### config.mk
export PLATFORM = sky130hd
export DESIGN_NAME = bp_update_scheduler
export DESIGN_NICKNAME = d
export VERILOG_FILES = /design/src/rtl/bp_pkg.sv /design/src/rtl/bp_fb_fifo.sv /design/src/rtl/bp_update_scheduler.sv
export SDC_FILE = /design/constraint.sdc
export NUM_CORES = 1
export LEC_CHECK = 0
export BUFFER_PORTS_ARGS = -buffer_cell sky130_fd_sc_hd__buf_2
export CORE_MARGIN = 10
export CORE_UTILIZATION = 50
export DETAILED_ROUTE_END_ITERATION = 10
export PLACE_DENSITY_LB_ADDON = 0.1
export SYNTH_ARGS = -nofsm -noshare
export SYNTH_HDL_FRONTEND = slang
export SYNTH_SLANG_ARGS = --single-unit
### constraint.sdc
create_clock -name Sys_clk -period 6.9 [get_ports Sys_clk]
set_input_delay 1.38 -clock Sys_clk [delete_from_list [all_inputs] [get_ports Sys_clk]]
set_output_delay 1.38 -clock Sys_clk [all_outputs]
set_load 0.1 [all_outputs]
### src/rtl/bp_pkg.sv
// Shared types for the branch-predictor update scheduler.
// FSM state encoding, feedback entry layout and default widths.
package bp_pkg;

   localparam int ADDR_WIDTH_DEF = 32;

   typedef enum logic [1:0] {
      IDLE   = 2'd0,
      DRAIN  = 2'd1,
      SETTLE = 2'd2
   } bp_state_t;

   typedef struct packed {
      logic [ADDR_WIDTH_DEF-1:0] pc;
      logic                      result;
   } bp_fb_entry_t;

endpackage

### src/rtl/bp_fb_fifo.sv
// Feedback queue: holds committed {pc, result} entries awaiting update.
// Ports: clk/rst_n, push/din, pop, head, full, empty, count.
module bp_fb_fifo #(
   parameter int WIDTH = 33,
   parameter int DEPTH = 8,
   parameter int PW    = 3
) (
   input  logic             clk,
   input  logic             rst_n,
   input  logic             push,
   input  logic [WIDTH-1:0] din,
   input  logic             pop,
   output logic [WIDTH-1:0] head,
   output logic             full,
   output logic             empty,
   output logic [PW:0]      count
);
   import bp_pkg::*;

   localparam logic [PW:0] DEPTH_C = (PW+1)'(DEPTH);

   logic [WIDTH-1:0] mem [DEPTH];
   logic [PW-1:0]    wr_ptr;
   logic [PW-1:0]    rd_ptr;

   // Pointers are exactly PW bits, so wrap is the natural overflow.
   always_ff @(posedge clk or negedge rst_n) begin
      if (!rst_n) begin
         wr_ptr <= '0;
         rd_ptr <= '0;
         count  <= '0;
      end else begin
         if (push) wr_ptr <= wr_ptr + 1'b1;
         if (pop)  rd_ptr <= rd_ptr + 1'b1;
         unique case ({push, pop})
            2'b10:   count <= count + 1'b1;
            2'b01:   count <= count - 1'b1;
            default: count <= count;
         endcase
      end
   end

   always_ff @(posedge clk) begin
      if (push) mem[wr_ptr] <= din;
   end

   assign head  = mem[rd_ptr];
   assign full  = (count == DEPTH_C);
   assign empty = (count == '0);

endmodule

### src/rtl/bp_update_scheduler.sv
// Arbitrates fetch lookups and queued ROB updates into the predictor.
// Ports: Sys_* control, IFPA/PAIF fetch, ROBPA/PAROB commit, PAPD/PDPA predictor.
module bp_update_scheduler #(
   parameter int ADDR_WIDTH   = 32,
   parameter int FIFO_DEPTH   = 8,
   parameter int PTR_WIDTH    = 3,
   parameter int STARVE_LIMIT = 4
) (
   input  logic                  Sys_clk,
   input  logic                  Sys_rst,
   input  logic                  Sys_rdy,
   input  logic                  IFPA_predict_en,
   input  logic [ADDR_WIDTH-1:0] IFPA_pc,
   output logic                  PAIF_predict_valid,
   output logic                  PAIF_predict_result,
   output logic                  PAIF_stall,
   input  logic                  ROBPA_feedback_en,
   input  logic [ADDR_WIDTH-1:0] ROBPA_feedback_pc,
   input  logic                  ROBPA_branch_result,
   output logic                  PAROB_full,
   output logic                  PAPD_predict_en,
   output logic [ADDR_WIDTH-1:0] PAPD_pc,
   input  logic                  PDPA_predict_result,
   output logic                  PAPD_feedback_en,
   output logic [ADDR_WIDTH-1:0] PAPD_feedback_pc,
   output logic                  PAPD_branch_result
);
   import bp_pkg::*;

   localparam logic [3:0] LIMIT_C = 4'(STARVE_LIMIT);

   bp_state_t             state;
   logic [3:0]            starve_cnt;
   logic [PTR_WIDTH:0]    count;
   logic                  full;
   logic                  empty;
   logic [ADDR_WIDTH:0]   head;
   logic                  push;
   logic                  pop;
   logic                  in_drain;
   logic                  force_drain;
   logic                  drain_go;

   assign in_drain = (state == DRAIN);

   // A full queue refuses the offer even if this cycle also pops.
   assign push = Sys_rdy & ROBPA_feedback_en & ~full;
   assign pop  = Sys_rdy & in_drain;

   assign force_drain = (starve_cnt == LIMIT_C) | full;
   assign drain_go    = Sys_rdy & ~empty & ~in_drain &
                        (~IFPA_predict_en | force_drain);

   bp_fb_fifo #(
      .WIDTH (ADDR_WIDTH + 1),
      .DEPTH (FIFO_DEPTH),
      .PW    (PTR_WIDTH)
   ) u_fifo (
      .clk   (Sys_clk),
      .rst_n (Sys_rst),
      .push  (push),
      .din   ({ROBPA_feedback_pc, ROBPA_branch_result}),
      .pop   (pop),
      .head  (head),
      .full  (full),
      .empty (empty),
      .count (count)
   );

   // DRAIN is never entered back-to-back: SETTLE forces a low cycle
   // on the update strobe between pulses.
   always_ff @(posedge Sys_clk or negedge Sys_rst) begin
      if (!Sys_rst) begin
         state      <= IDLE;
         starve_cnt <= '0;
      end else if (Sys_rdy) begin
         unique case (state)
            IDLE, SETTLE: state <= drain_go ? DRAIN : IDLE;
            DRAIN:        state <= SETTLE;
            default:      state <= IDLE;
         endcase
         if (empty || drain_go)
            starve_cnt <= '0;
         else if (IFPA_predict_en && !in_drain && starve_cnt != LIMIT_C)
            starve_cnt <= starve_cnt + 1'b1;
      end
   end

   assign PAPD_feedback_en   = in_drain;
   assign PAPD_feedback_pc   = head[ADDR_WIDTH:1];
   assign PAPD_branch_result = head[0];

   assign PAPD_predict_en     = IFPA_predict_en & Sys_rdy & ~in_drain;
   assign PAPD_pc             = IFPA_pc;
   assign PAIF_predict_valid  = PAPD_predict_en;
   assign PAIF_predict_result = PDPA_predict_result;
   assign PAIF_stall          = IFPA_predict_en & (in_drain | ~Sys_rdy);
   assign PAROB_full          = full;

   logic unused_ok;
   assign unused_ok = ^count;

endmodule

# --- Yosys cells after proc, flatten, opt, wreduce, memory -nomap -nowiden ---
# Memories as Yosys holds them, arrays and structs flattened.
# Cells that the tools add are included.
classes:
  n_reduce_logical: 10
  muxes: 7
  addsub: 5
  n_eq_ne: 7
  bitwise_logic: 17
ops:
  columns: ["cell", "count"]
  rows:
  - ["$and 1x1->1", 9]
  - ["$add 4x1->4 const B", 2]
  - ["$mux 4", 2]
  - ["$pmux 4 s2", 1]
  - ["$add 3x1->3 const B", 2]
  - ["$not 1->1", 5]
  - ["$eq 2x1->1 const B", 2]
  - ["$eq 2x2->1 const B", 2]
  - ["$eq 4x3->1 const B", 1]
  - ["$eq 4x4->1 const B", 1]
  - ["$logic_not 4->1", 1]
  - ["$ne 4x3->1 const B", 1]
  - ["$pmux 2 s2", 1]
  - ["$reduce_bool 2->1", 2]
  - ["$sub 4x1->4 const B", 1]
  - ["$mux 1", 3]
  - ["$or 1x1->1", 3]
  - ["$logic_and 1x1->1", 2]
  - ["$logic_not 2->1", 1]
  - ["$reduce_and 2->1", 1]
  - ["$reduce_or 2->1", 1]
  - ["$logic_not 1->1", 1]
  - ["$logic_or 1x1->1", 1]
word_totals:
  mem_bits_rw: 264
  register_bits: 16
  output_inout_bits: 71
  mem_count: 1
  wordCells: 52
memory_table:
  columns: ["name", "depth", "word_bits", "rd", "rd_ports_with_merged_regs", "wr", "line_no", "text"]
  rows:
  - ["u_fifo.mem", 8, 33, 1, 0, 1, "bp_fb_fifo.sv:22", "logic [WIDTH-1:0] mem [DEPTH];"]

# --- Logic depth before layout (Yosys ltp) ---
# Gate-level depths: netlist of run 1.
depth:
  word_depth: 8
  mapped_depth: 11
  ltp_nobuf: 11

# --- By module ---
# A second synthesis of run 1 with hierarchy kept.
hier_totals:
  hier_cells: 512
  hier_area_um2: 11283.3
modules_own_cells:
  columns: ["module", "area_each_um2", "seq_area_each_um2", "cells_each", "n_inst"]
  rows:
  - ["bp_fb_fifo", 10642.7, 8177.8, 436, 1]
  - ["bp_update_scheduler", 640.6, 150.1, 76, 1]

# --- Worst setup path before layout of run 1 ---
# No wires, ideal clock.
synth_timing:
  kind: "input to register"
  start: "input ROBPA_feedback_en"
  end: "memory u_fifo.mem[0][0] (enable)"
  setup_time_ns: 0.464
  cell_stages: 4
  path_buffers: 0
  setup_slack_ns: 2.347
  arrival_time_ns: 4.088
  cell_sequence: "nand2_1 > a21oi_2 > nand2b_1 > nor3_1"
synth_via:
  elab_chain_cells: 4
synth_lines:
  columns: ["element", "line_no", "text"]
  rows:
  - ["start: declaration", "bp_update_scheduler.sv:17", "input logic ROBPA_feedback_en,"]
  - ["$and 1x1->1 (2 in a row)", "bp_update_scheduler.sv:47", "assign push = Sys_rdy & ROBPA_feedback_en & ~full;"]
  - ["$mux 1", "bp_fb_fifo.sv:44", "if (push) mem[wr_ptr] <= din;"]
  - ["$mux 1 (implied by the code)", "bp_fb_fifo.sv:44", null]
  - ["end: declaration", "bp_fb_fifo.sv:22", null]
# Every way passes these cells.

# --- Worst setup path in the final report of run 1 ---
layout_timing:
  start: "register u_fifo.rd_ptr[0]"
  end: "output PAPD_feedback_pc[15]"
layout_via:
  elab_chain_cells: 1
layout_lines:
  columns: ["element", "line_no", "text"]
  rows:
  - ["start: declaration", "bp_fb_fifo.sv:24", "logic [PW-1:0] rd_ptr;"]
  - ["start signal: assignment", "bp_fb_fifo.sv:34", "if (pop) rd_ptr <= rd_ptr + 1'b1;"]
  - ["$mem_v2 8x33", null, null]
  - ["end: declaration", "bp_update_scheduler.sv:25", "output logic [ADDR_WIDTH-1:0] PAPD_feedback_pc,"]
# Every way passes these cells.

==> flow_metrics.py, run 1 <==
metrics = {
    "timing": {
        "drv_slew": 0,
        "finalCritPeriodShare": 0.682,
        "rsz0062_at_grt": "no",
        "slew_headroom": 0.323,
        "setup_tns_ns": 0,
        "worst_pin_slew_ns": 1.02,
        "finalCriticalPeriod_ns": 4.71,
        "hold_violations": 0,
        "skew_ns": 0.0156,
        "clock.fmax_mhz": 212,
        "layout_setup_ws_ns": 2.19,
        "setup_viol": 0,
    },
    "worst_setup_path": {
        "critPathBufInv": 2,
        "crit_start": "u_fifo.rd_ptr[0]",
        "crit_family": "flip-flops",
        "critPathArrivalTime_ns": 3.33,
        "critPathMaxFanout": 49,
        "required_ns": 5.52,
        "r2r-start": "u_fifo.count[1]",
        "path_cells": "buf_4 > mux4_1 > mux2_4 > buf_2",
        "critPathLaunchType": "register",
        "crit_type": "register to primary output",
        "worstSetupEndpointType": "primary output",
        "cpPeakStageDelay_ns": 1.10,
        "critPathSlowestCell": "dfrtp_4",
    },
    "power": {
        "swShare": 0.403,
        "pwr-share-clk": 0.240,
        "seq_power_share": 0.377,
        "leakagePower_nw": 4.28,
        "power_frac_comb": 0.383,
        "p_total_mw": 6.02,
        "switchingPower_mw": 2.43,
        "vdd_drop_max_v": 0.000368,
        "power.internal_mw": 3.59,
        "p_per_area_nw_per_um2": 478,
    },
    "global_route": {
        "top_usage_layer": "met2",
        "antenna_found_initial": 1,
        "grt_pass1_wl_um": 32200,
        "overflow": 0,
        "grt_max_degree": 69,
        "first_global_vias": 5426,
        "grt.met3_usage": 0.0340,
        "use_met1": 0.188,
        "grt_use_total": 0.146,
        "met2_usage": 0.243,
    },
    "floorplanning": {
        "placementRows": 54,
        "die_x_um": 170,
        "core_area_um2": 22000,
        "pin_count": 142,
        "die_area_um2": 28900,
        "start_util": 0.512,
        "die_h_um": 170,
    },
    "yosys": {
        "async_reset_ff_frac": 0.0571,
        "netlist_area_um2": 11200,
        "syn_area_per_cell_um2": 22.1,
        "ys_ff_latch": 280,
        "synth_seq_area_share": 0.741,
        "syn_inst": 508,
        "yosys_warnings": 0,
        "syn-num-nets": 586,
        "synthDistinctLibCells": 39,
        "synth_edf_count": 264,
        "synth_ff_type": "edfxtp_1",
    },
    "place": {
        "port_buffers": 75,
        "dpl_cell_area_um2": 11700,
        "dp_cells": 822,
        "dp_slack_ns": 2.64,
        "dpl.hpwl_um": 11900,
        "place.gp.congestion": 0.714,
    },
    "clock_network": {
        "ctsResizeCount": 0,
        "cts_tree": "built",
        "holdBufCountCts": 0,
        "cts_max_level": 1,
        "clock_sinks": 280,
        "clk_latency_ns": 0.54,
        "post_cts.repair.setup_buffers": 0,
        "clock_path_buffers": 3,
        "cts_made_buffers": 29,
        "cts_root_buffer": "clkbuf_16",
        "clk_pin_slew_ns": 0.06,
    },
    "min_path": {
        "hp-class": "register to register",
        "hp-start": "state[0]",
    },
    "detailed_routing": {
        "drc_errors": 0,
        "drt-initial-drc-count": 233,
        "drt-wirelength-per-cell_um": 23.8,
        "num_vias": 4922,
        "final_antenna_net_count": 0,
        "vias_per_cell": 5.63,
        "routed_wl_um": 20800,
        "first_pass_iters": 4,
    },
    "cells_and_area": {
        "layout_common_cells": "edfxtp_1, buf_2, mux4_2",
        "drive_gt1_frac": 0.394,
        "final_common_cell": "edfxtp_1",
        "fill_cells": 1591,
        "area_growth_pct": 12.0,
        "stdcell_area_um2": 12600,
        "finalNonFillerCells": 875,
        "nets": 651,
    },
    "flow_run": {
        "max_cap_violations": 0,
    },
    "status": {
        "status": "finished, final reports clean",
    },
}
-- cell usage after synthesis, drive strengths merged (3+ instances only) --
library cell | number | area, um2
inv | 6 | 22.5
mux4 | 66 | 1530
nand2b | 4 | 25.0
xnor2 | 5 | 43.8
edfxtp | 264 | 7930
dfrtp | 16 | 400
nor2b | 4 | 25.0
a21oi | 3 | 18.8
clkbuf | 4 | 22.5
nor3 | 3 | 15.0
nor2 | 8 | 30.0
nand2 | 10 | 37.5
buf | 49 | 392
mux2 | 36 | 495
xor2 | 5 | 43.8
nand3b | 3 | 22.5
ha | 7 | 87.6
-- power groups by stage --
| stage | clock, mW | sequential [mW] | combinational (mW) |
|---|---|---|---|
| 2_1_floorplan | 0 | 2.12 | 2.31 |
| 3_3_place_gp | 0 | 2.31 | 2.32 |
| 3_5_place_dp | 0 | 2.32 | 2.33 |
| 4_1_cts | 1.48 | 2.28 | 2.34 |
| 5_1_grt | 1.56 | 2.31 | 2.41 |
| 6_report | 1.45 | 2.27 | 2.30 |
-- through the flow --
stage                      util  hold WS [ns]
after floorplan               -         0.452
final                     0.574         0.484
after global placement    0.533         0.465
after detailed placement  0.533         0.484
after CTS                 0.574         0.492
after global routing      0.574         0.512
-- per-layer routing --
metal / part of all wire / wire length, um / vias to the layer above
met3: 0.072 / 1500 / 42
met2: 0.50 / 10300 / 154
met5: 0 / 0 / -
met4: 0.016 / 330 / 0
li1: - / - / 2183
met1: 0.42 / 8690 / 2543
-- path summary, 6_finish.rpt --
check	cells after the start	slack, ns	end
worst max register to register	5	4.35	u_fifo.mem[5][9]
worst max-delay path	4	2.19	PAPD_feedback_pc[15]
worst min register to register	1	0.48	state[0]
worst min-delay path	1	0.48	state[0]
max in group asynchronous	1	5.83	u_fifo.rd_ptr[1]
min in group asynchronous	1	0.76	starve_cnt[2]
-- area by class of cell --
type / count / area (um2) / share of cell area
inverter: 6 / 22.5 / 0.00179
clock buffer: 31 / 733 / 0.0582
antenna: 1 / 2.50 / 0.000199
multi-input combinational: 169 / 2530 / 0.201
tap: 280 / 350 / 0.0278
sequential: 280 / 8340 / 0.662
timing repair buffer: 87 / 465 / 0.0369
clock inverter: 21 / 151 / 0.0120
-- state kept, by name, indices dropped and copies added (netlist names) --
| name | count |
|---|---|
| starve_cnt | 4 |
| state | 2 |
| u_fifo.count | 4 |
| u_fifo.mem | 264 |
| u_fifo.rd_ptr | 3 |
| u_fifo.wr_ptr | 3 |
-- logic make-up after synthesis --
logic type | after synthesis | synth area share
fa+ha+maj | 7 | 0.00779
mux | 103 | 0.181
flops | 280 | 0.741
buf+inv | 59 | 0.0388
compound gates | 10 | 0.00634
xor+xnor | 10 | 0.00779
simple gates | 39 | 0.0178
(Power assumes the default switching activity.)
==> inputs of run 2 (changes only) <==
- clock period: 6.9 -> 4.5 ns (I/O delays scaled with it)
==> flow_metrics.py, run 2 (synthesized netlist as in run 1, its figures left out) <==
metrics = {
    "timing": {
        "finalCriticalPeriod_ns": 3.77,
        "clock.fmax_mhz": 265,
        "slew_headroom": 0.325,
        "skew_ns": 0.0141,
        "rsz0062_at_grt": "no",
        "worst_pin_slew_ns": 1.01,
        "hold_violations": 0,
        "setup_tns_ns": 0,
        "finalCritPeriodShare": 0.837,
        "drv_slew": 0,
        "setup_viol": 0,
    },
    "floorplanning": {
        "die_h_um": 170,
        "pin_count": 142,
        "placementRows": 54,
        "start_util": 0.512,
        "die_x_um": 170,
        "die_area_um2": 28900,
        "core_area_um2": 22000,
    },
    "clock_network": {
        "cts_root_buffer": "clkbuf_16",
        "clk_latency_ns": 0.54,
        "clock_path_buffers": 3,
        "clk_pin_slew_ns": 0.06,
        "clock_sinks": 280,
        "post_cts.repair.setup_buffers": 0,
        "cts_tree": "built",
        "cts_made_buffers": 29,
        "cts_max_level": 1,
        "holdBufCountCts": 0,
        "ctsResizeCount": 0,
    },
    "detailed_routing": {
        "met2_length_um": 10100,
        "drc_errors": 0,
        "drt-wirelength-per-cell_um": 24.0,
        "met1Wirelength_um": 9050,
        "first_pass_iters": 4,
        "highest_layer": "met5",
        "num_vias": 4990,
        "wl_met3_um": 1390,
        "routed_wl_um": 21100,
        "drt-initial-drc-count": 269,
        "vias_per_cell": 5.68,
        "final_antenna_net_count": 0,
    },
    "worst_setup_path": {
        "r2r-end": "u_fifo.mem[3][1]",
        "critPathSlowestCell": "dfrtp_4",
        "critPathArrivalTime_ns": 2.87,
        "reg2reg_depth": 5,
        "required_ns": 3.60,
        "r2r-start": "u_fifo.count[1]",
        "critPathLaunchType": "register",
        "crit_family": "multiplexers",
        "critPathMaxFanout": 26,
        "cpPeakStageDelay_ns": 0.77,
        "critPathBufInv": 2,
        "worstSetupEndpointType": "primary output",
        "crit_type": "register to primary output",
        "reg2reg_slack_ns": 1.82,
        "path_cells": "buf_4 > mux4_1 > mux2_4 > buf_2",
    },
    "global_route": {
        "grt_pass1_wl_um": 32300,
        "grt_max_degree": 69,
        "grt_use_total": 0.146,
        "antenna_found_initial": 1,
        "overflow": 0,
        "first_global_vias": 5379,
    },
    "power": {
        "leakagePower_nw": 4.31,
        "p_per_area_nw_per_um2": 740,
        "vdd_drop_max_v": 0.000587,
    },
    "cells_and_area": {
        "nets": 654,
        "n_antenna_cell": 0,
        "drive_gt1_frac": 0.389,
        "fill_cells": 1578,
        "final_common_cell": "edfxtp_1",
        "reg_top3": "u_fifo.mem x264, starve_cnt x4, u_fifo.count x4",
        "area_growth_pct": 12.8,
        "layout_common_cells": "edfxtp_1, buf_2, mux4_2",
        "stdcell_area_um2": 12700,
        "top_register": "u_fifo.mem",
        "largest_reg_flops": 264,
    },
    "place": {
        "dpl.hpwl_um": 12400,
        "port_buffers": 75,
        "dpl_cell_area_um2": 11700,
        "place.gp.congestion": 0.717,
    },
    "status": {
        "status": "finished, final reports clean",
    },
    "min_path": {
        "hp-class": "input pin to async pin",
    },
    "flow_run": {
        "max_cap_violations": 0,
    },
}
==> run 2: cell types whose count changed in the layout (fill, tap and decap cells not counted), sizes merged <==
| cell | previous run | this run |
|---|---|---|
| buf | 87 | 90 |
| diode | 1 | 0 |
| clkbuf | 31 | 43 |
| clkinv | 17 | 6 |
| bufinv | 2 | 3 |
==> run 2: routing by layer <==
layer,track usage,vias up
met5,0,-
met3,0.0363,56
met4,0.0435,2
li1,-,2192
met1,0.191,2596
met2,0.237,144
==> run 2: final cells by class <==
type	count	area, um2	share of cell area
sequential	280	8340	0.657
tap	280	350	0.0276
inverter	6	22.5	0.00178
clock inverter	11	130	0.0103
clock buffer	43	808	0.0637
multi-input combinational	169	2530	0.200
timing repair buffer	90	500	0.0395
==> run 2: metrics by stage <==
stage               worst slack [ns]  instances  total power [mW]  utilization  hold WS [ns]
floorplan                      0.427        508              6.78            -         0.452
global route                   0.540        879              9.76        0.578         0.282
global placement                1.26        825              7.11        0.535         0.463
CTS                            0.653        879              9.49        0.578         0.269
finish                         0.732        879              9.39        0.578         0.270
detailed placement              1.24        825              7.16        0.535         0.484
==> run 2: power breakdown <==
group | switching (mW) | internal, mW | total, mW
Combinational | 2.49 | 1.14 | 3.63
Sequential | 0.308 | 3.11 | 3.42
Clock | 0.931 | 1.41 | 2.34
Total | 3.73 | 5.66 | 9.39
==> run 2: worst max-delay path by stage <==
stage,from,to,slack (ns),depth (start not counted)
finish,u_fifo.rd_ptr[0],PAPD_feedback_pc[6],0.73,4
detailed placement,u_fifo.rd_ptr[0],PAPD_feedback_pc[0],1.24,4
floorplan,ROBPA_feedback_en,u_fifo.mem[0][0],0.43,4
global placement,u_fifo.rd_ptr[0],PAPD_feedback_pc[6],1.26,4
CTS,u_fifo.rd_ptr[0],PAPD_feedback_pc[0],0.65,4
global route,u_fifo.rd_ptr[0],PAPD_feedback_pc[6],0.54,4
